**src/rtl/riscv_pkg.sv**
```systemverilog
`default_nettype none
// +------------------------------------------------------------------+
// | Package : riscv_pkg                                              |
// | Shared fetch-stage constants, the fetch FSM state encoding and   |
// | the fetch-address range helper.                                  |
// | Revision: 1.0  initial release                                   |
// +------------------------------------------------------------------+
package riscv_pkg;

  localparam int XLEN = 32;

  // addi x0, x0, 0 : what an empty IF/ID slot presents to decode
  localparam logic [XLEN-1:0] NOP_INSTR = 32'h0000_0013;

  typedef enum logic [1:0] {
    FETCH_BOOT = 2'd0,
    FETCH_RUN  = 2'd1,
    FETCH_HALT = 2'd2
  } fetch_state_e;

  // A fetch is legal only if the whole 4-byte word lies inside the memory
  function automatic logic fetch_in_range(input logic [XLEN-1:0] pc,
                                          input logic [XLEN-1:0] last_pc);
    return (pc <= last_pc);
  endfunction

endpackage
`default_nettype wire

```
**src/rtl/if_id_slot.sv**
```systemverilog
`default_nettype none
// +------------------------------------------------------------------+
// | Module  : if_id_slot                                             |
// | Single-entry IF/ID pipeline register holding {pc, instr} with a  |
// | valid flag. Priority: flush > load > consume; otherwise hold.    |
// | Revision: 1.0  initial release                                   |
// +------------------------------------------------------------------+
module if_id_slot
  import riscv_pkg::*;
(
  input  logic            clk,
  input  logic            rst,
  input  logic            flush,
  input  logic            load,
  input  logic            consume,
  input  logic [XLEN-1:0] pc_in,
  input  logic [XLEN-1:0] instr_in,
  output logic            valid,
  output logic [XLEN-1:0] pc,
  output logic [XLEN-1:0] instr
);

  logic            r_valid;
  logic [XLEN-1:0] r_pc;
  logic [XLEN-1:0] r_instr;

  // Slot register: a flush drops the entry, pc/instr payload only changes on load
  always_ff @(posedge clk or posedge rst) begin
    if (rst) begin
      r_valid <= 1'b0;
      r_pc    <= '0;
      r_instr <= NOP_INSTR;
    end else if (flush) begin
      r_valid <= 1'b0;
    end else if (load) begin
      r_valid <= 1'b1;
      r_pc    <= pc_in;
      r_instr <= instr_in;
    end else if (consume) begin
      r_valid <= 1'b0;
    end
  end

  assign valid = r_valid;
  assign pc    = r_pc;
  assign instr = r_instr;

endmodule
`default_nettype wire

```
**src/rtl/imem_fetch_ctrl.sv**
```systemverilog
`default_nettype none
// +------------------------------------------------------------------+
// | Module  : imem_fetch_ctrl                                        |
// | Fetch-stage sequencer: owns the PC, addresses the combinational  |
// | instruction memory and fills the IF/ID slot with a valid/ready   |
// | handshake. Halts on an all-zero word or an out-of-range fetch;   |
// | a redirect restarts it.                                          |
// | Optional build macro: FETCH_ALIGN_CHECK_EN (misaligned redirect  |
// | target faults and halts instead of being word-aligned).          |
// | Revision: 1.0  initial release                                   |
// +------------------------------------------------------------------+
module imem_fetch_ctrl
  import riscv_pkg::*;
#(
  parameter logic [31:0] RESET_PC  = 32'h0000_0000,
  parameter int          MEM_BYTES = 256
) (
  input  logic        clk,
  input  logic        reset,
  output logic [31:0] imem_addr,
  input  logic [31:0] imem_dout,
  input  logic        redirect_valid,
  input  logic [31:0] redirect_pc,
  input  logic        id_ready,
  output logic        if_valid,
  output logic [31:0] if_pc,
  output logic [31:0] if_instr,
  output logic        halted,
  output logic        fetch_fault
);

  localparam logic [1:0]  C_ST_BOOT = FETCH_BOOT;
  localparam logic [1:0]  C_ST_RUN  = FETCH_RUN;
  localparam logic [1:0]  C_ST_HALT = FETCH_HALT;
  localparam logic [31:0] C_LAST_PC = 32'(MEM_BYTES - 4);

  logic [1:0]  r_state;
  logic [31:0] r_pc;
  logic        r_fault;

  logic        w_run;
  logic        w_in_range;
  logic        w_slot_free;
  logic        w_fetch_ok;
  logic        w_load;
  logic        w_zero_halt;
  logic        w_range_fault;
  logic        w_consume;
  logic        w_redir_bad;
  logic [31:0] w_redir_pc;

  assign w_run       = (r_state == C_ST_RUN);
  assign w_in_range  = fetch_in_range(r_pc, C_LAST_PC);
  assign w_slot_free = !if_valid || id_ready;

  // Everything except the fetched word itself allows a fetch this cycle
  assign w_fetch_ok    = w_run && !redirect_valid && w_slot_free && w_in_range;
  assign w_load        = w_fetch_ok && (imem_dout != 32'h0);
  assign w_zero_halt   = w_fetch_ok && (imem_dout == 32'h0);
  assign w_range_fault = w_run && !redirect_valid && !w_in_range;
  assign w_consume     = id_ready && if_valid && !w_load;

`ifdef FETCH_ALIGN_CHECK_EN
  // Misaligned targets are kept verbatim so the faulting address is visible
  assign w_redir_bad = (redirect_pc[1:0] != 2'b00);
  assign w_redir_pc  = redirect_pc;
`else
  // Low address bits are dropped: targets always land on a word boundary
  assign w_redir_bad = 1'b0;
  assign w_redir_pc  = {redirect_pc[31:2], 2'b00};
`endif

  // PC, FSM state and sticky fault; a redirect overrides every other update
  always_ff @(posedge clk or posedge reset) begin
    if (reset) begin
      r_state <= C_ST_BOOT;
      r_pc    <= RESET_PC;
      r_fault <= 1'b0;
    end else if (redirect_valid) begin
      r_pc    <= w_redir_pc;
      r_fault <= w_redir_bad;
      r_state <= w_redir_bad ? C_ST_HALT : C_ST_RUN;
    end else begin
      case (r_state)
        C_ST_BOOT: r_state <= C_ST_RUN;
        C_ST_RUN: begin
          if (w_range_fault) begin
            r_fault <= 1'b1;
            r_state <= C_ST_HALT;
          end else if (w_zero_halt) begin
            r_state <= C_ST_HALT;
          end else if (w_load) begin
            r_pc <= r_pc + 32'd4;
          end
        end
        C_ST_HALT: r_state <= C_ST_HALT;
        default:   r_state <= C_ST_HALT;
      endcase
    end
  end

  if_id_slot u_slot (
    .clk      (clk),
    .rst      (reset),
    .flush    (redirect_valid),
    .load     (w_load),
    .consume  (w_consume),
    .pc_in    (r_pc),
    .instr_in (imem_dout),
    .valid    (if_valid),
    .pc       (if_pc),
    .instr    (if_instr)
  );

  assign imem_addr   = r_pc;
  assign halted      = (r_state == C_ST_HALT);
  assign fetch_fault = r_fault;

endmodule
`default_nettype wire

```
**config.mk**
```make
export PLATFORM = sky130hd
export DESIGN_NAME = imem_fetch_ctrl
export DESIGN_NICKNAME = d
export VERILOG_FILES = /design/src/rtl/riscv_pkg.sv /design/src/rtl/if_id_slot.sv /design/src/rtl/imem_fetch_ctrl.sv
export SDC_FILE = /design/constraint.sdc
export NUM_CORES = 1
export LEC_CHECK = 0
export ABC_AREA = 1
export BUFFER_PORTS_ARGS = -buffer_cell sky130_fd_sc_hd__buf_2
export CAP_MARGIN = 20
export CORE_MARGIN = 2
export CORE_UTILIZATION = 43
export DETAILED_ROUTE_END_ITERATION = 10
export GPL_TIMING_DRIVEN = 1
export PLACE_DENSITY = 0.82
export SKIP_LAST_GASP = 1
export SYNTH_ARGS = -nofsm -noshare
export SYNTH_HDL_FRONTEND = slang
export SYNTH_SLANG_ARGS = --single-unit
```
**constraint.sdc**
```tcl
create_clock -name clk -period 2.8 [get_ports clk]
set_clock_uncertainty 0.05 [all_clocks]
set_input_delay 0.28 -clock clk [delete_from_list [all_inputs] [get_ports clk]]
set_output_delay 0.28 -clock clk [all_outputs]
set_load 0.01 [all_outputs]
```
==> summary.md <==
| Metric | Value |
|---|---|
| Status | `completed` |
| DR WL/cell | `approximately 13 µm` |
| CP endpoint kind | `register` |
| Post-DRT Antenna Nets | `0` |
| Post-CTS setup buffers | `0` |
| Cells after synthesis | `478` |
| First-pass GRT wire length | `between 15000 and 20000 µm` |
| Power after layout | `approximately 0.003 W` |
| #FFs+latches synth | `96` |
| Cts hold-fix bufs | `0` |
| Final setup violation count | `0` |
| ANT cells | `0` |
| DP Wirelength | `approximately 6900 µm` |
| Deepest clock path buffer count | `2` |
| Die Span X | `approximately 100 µm` |
| Initial core utilization | `0.4370` |
| Arr. time, crit path | `~2.2 ns` |
| CTS Buf Count | `9` |
| MaxCap Viol Count | `0` |
| Root buffer cell | `clkbuf_8` |
| First-pass iteration count of the detailed router | `4` |
| Crit-path max FO | `22` |
| Leak | `2.976 nW` |
| Pin count of the biggest net entering global routing | `78` |
| Vias per cell | `4.724` |
| Rel. slew slack | `0.5427` |
| TritonCTS clock tree | `built` |
| Core Footprint | `9153 µm²` |
| Worst skew pair latency | `0.36 ns` |
| Row count | `35` |
| Die ar. | `slightly above 10000 µm²` |
| CP Data Required Time | `3.04 ns` |
| Initial DRC Count | `126` |
| Total I/O pin count | `~170` |
| Vert. Die Dim | `100.5 µm` |
| Slew @ Worst Pin | `0.6860 ns` |
| GP Congestion | `approximately 0.82` |
| CTS resizes | `0` |
| Cell Area, Synth | `4000 µm²` |
| Setup CP Type | `reg2reg` |
| Worst-path clk slew | `0.09 ns` |
| VDD IR max | `0.3062 mV` |
| Crit path time final | `1.932 ns` |
| Share of layout cells above drive strength 1 | `0.2953` |
| Hold Fails Final Rpt | `0` |
| Power Density | `between 500 and 600 nW/µm²` |
| RSZ-0062 raised after global routing | `no` |
| Register area share after synthesis | `0.6015` |
| Synth cell types | `21` |
| Worst min path class | `in2async` |
| GRT Residual Overflow | `0` |
| Tcrit/Tclk final | `0.6902` |
| F_max | `517.5 MHz` |
| CTS H-tree depth | `3` |
| Crit path max-delay cell type | `dfrtp_1` |
| GRT Overall Usage | `0.2003` |
| Yosys warns | `0` |
| DRC viols | `0` |
| Clock sinks | `96` |
| Startpoint Class | `register` |
| PortBufs | `160` |
| Initial antenna violation count | `0` |
| Synthesis-to-finish area growth | `27.71%` |
| Vias in the first global route | `about 3500` |
| Critical Path Max Stage Delay | `0.41 ns` |
| CP Cell Sequence | `nor2_1, nand2_1, nor2_1, nand3_1, nor2_1, nand2_2, inv_2, buf_4, nand2_1, nand2_1` |
| Setup TNS | `0 ns` |
| DRT Wirelength | `9461 µm` |
| Post-layout nets | `704` |
| Detailed-route via count | `3548` |
| FILL cells | `approximately 840` |
| Avg Inst Size Synth | `8.368 µm²` |
| Slew Limit Fails | `0` |
==> cell usage after synthesis (all sizes together) <==
library cell,instances,share of area
nor2,63,0.059
xor2,1,0.0022
nand2,199,0.19
o21bai,1,0.0019
clkinv,1,0.00094
nand3,38,0.048
inv,37,0.035
o21ai,12,0.015
nand4,2,0.0031
dfrtp,93,0.58
dfstp,3,0.020
ha,1,0.0031
conb,1,0.00094
a21oi,1,0.0012
buf,17,0.032
clkbuf,7,0.0066
xnor2,1,0.0022
==> worst paths after layout <==
path                                                 to  cells after the start                    startpoint  slack, ns
max                        u_slot.instr[19]$_DFFE_PP0P_                     10     imem_addr[20]$_DFFE_PP0P_       0.87
min                        u_slot.instr[31]$_DFFE_PP0P_                      3                         reset       0.02
max reg2reg                u_slot.instr[19]$_DFFE_PP0P_                     10     imem_addr[20]$_DFFE_PP0P_       0.87
min reg2reg                u_slot.instr[13]$_DFFE_PP0P_                      2  u_slot.instr[13]$_DFFE_PP0P_       0.43
max in group asynchronous     u_slot.pc[28]$_DFFE_PP0P_                      3                         reset       2.15
min in group clk              imem_addr[20]$_DFFE_PP0P_                      3               redirect_pc[20]       0.06
==> kinds of logic after synthesis <==
logic type,after synthesis,share of synthesized area
AND/OR/NAND/NOR,302,0.2978
XOR/XNOR,2,0.004380
AO/OA/AOI/OAI,14,0.01814
other,1,0.0009375
flip-flops,96,0.6015
adder cells (fa/ha/maj),1,0.003127
buffers and inverters,62,0.07413
==> state kept, by name, indices dropped and copies added (netlist names) <==
name,flops
fetch_fault,1
u_slot.pc,30
u_slot.instr,32
u_slot.valid,1
r_state,2
imem_addr,30
==> metal layers <==
metal  routed length (µm)  part of all wire  vias up  GRT usage
met4                  134             0.014        0    0.07060
li1                     -                 -     1759          -
met3                  579             0.061       12    0.03883
met5                    0                 0        -          0
met2                 4593              0.49      131     0.3397
met1                 4154              0.44     1646     0.2574
==> area by class of cell <==
| class | instances | area (µm²) | area share |
|---|---|---|---|
| Clock buffer | 10 | 127.6 | 0.02498 |
| Clock inverter | 6 | 115.1 | 0.02253 |
| Inverter | 38 | 146.4 | 0.02866 |
| Multi-Input combinational cell | 323 | 1309 | 0.2562 |
| Sequential cell | 96 | 2406 | 0.4710 |
| Tap cell | 111 | 138.9 | 0.02719 |
| Timing Repair Buffer | 167 | 865.8 | 0.1695 |
==> where the power goes <==
part / leakage (nW) / internal, W / switching [W]
Clock: 0.117 / 0.000598 / 0.000477
Combinational: 1.68 / 0.000161 / 0.000225
Sequential: 1.18 / 0.00148 / 0.0000695
Total: 2.98 / 0.00224 / 0.000771
==> per-stage QoR <==
stage          utilization  cell area (µm²)  hold slack [ns]  worst slack, ns  cells
3_3_place_gp        0.5316             4866           0.4048           0.8712    735
3_5_place_dp        0.5316             4866           0.4099           0.8456    735
5_1_grt             0.5582             5109          0.04760           0.5445    751
4_1_cts             0.5582             5109          0.02278           0.8109    751
2_1_floorplan            -             4015           0.3200            1.320    481
6_report            0.5582             5109          0.01851           0.8675    751
==> critical path, delay by kind of cell (launching register included) <==
family | cells | cell delay (ns)
AND/OR/NAND/NOR | 8 | 0.79
flip-flops | 1 | 0.41
buffers and inverters | 2 | 0.61
==> cell usage in the layout, fill, tap and decap left out, types with 3 or more instances in the layout <==
cell,instances
nand3_1,38
inv_1,35
nand2_1,197
dfrtp_1,93
buf_2,160
clkbuf_8,9
buf_4,6
dfstp_2,3
o21ai_0,12
nor2_1,63
conb_1,4
bufinv_16,3
(Power assumes the default switching activity.)
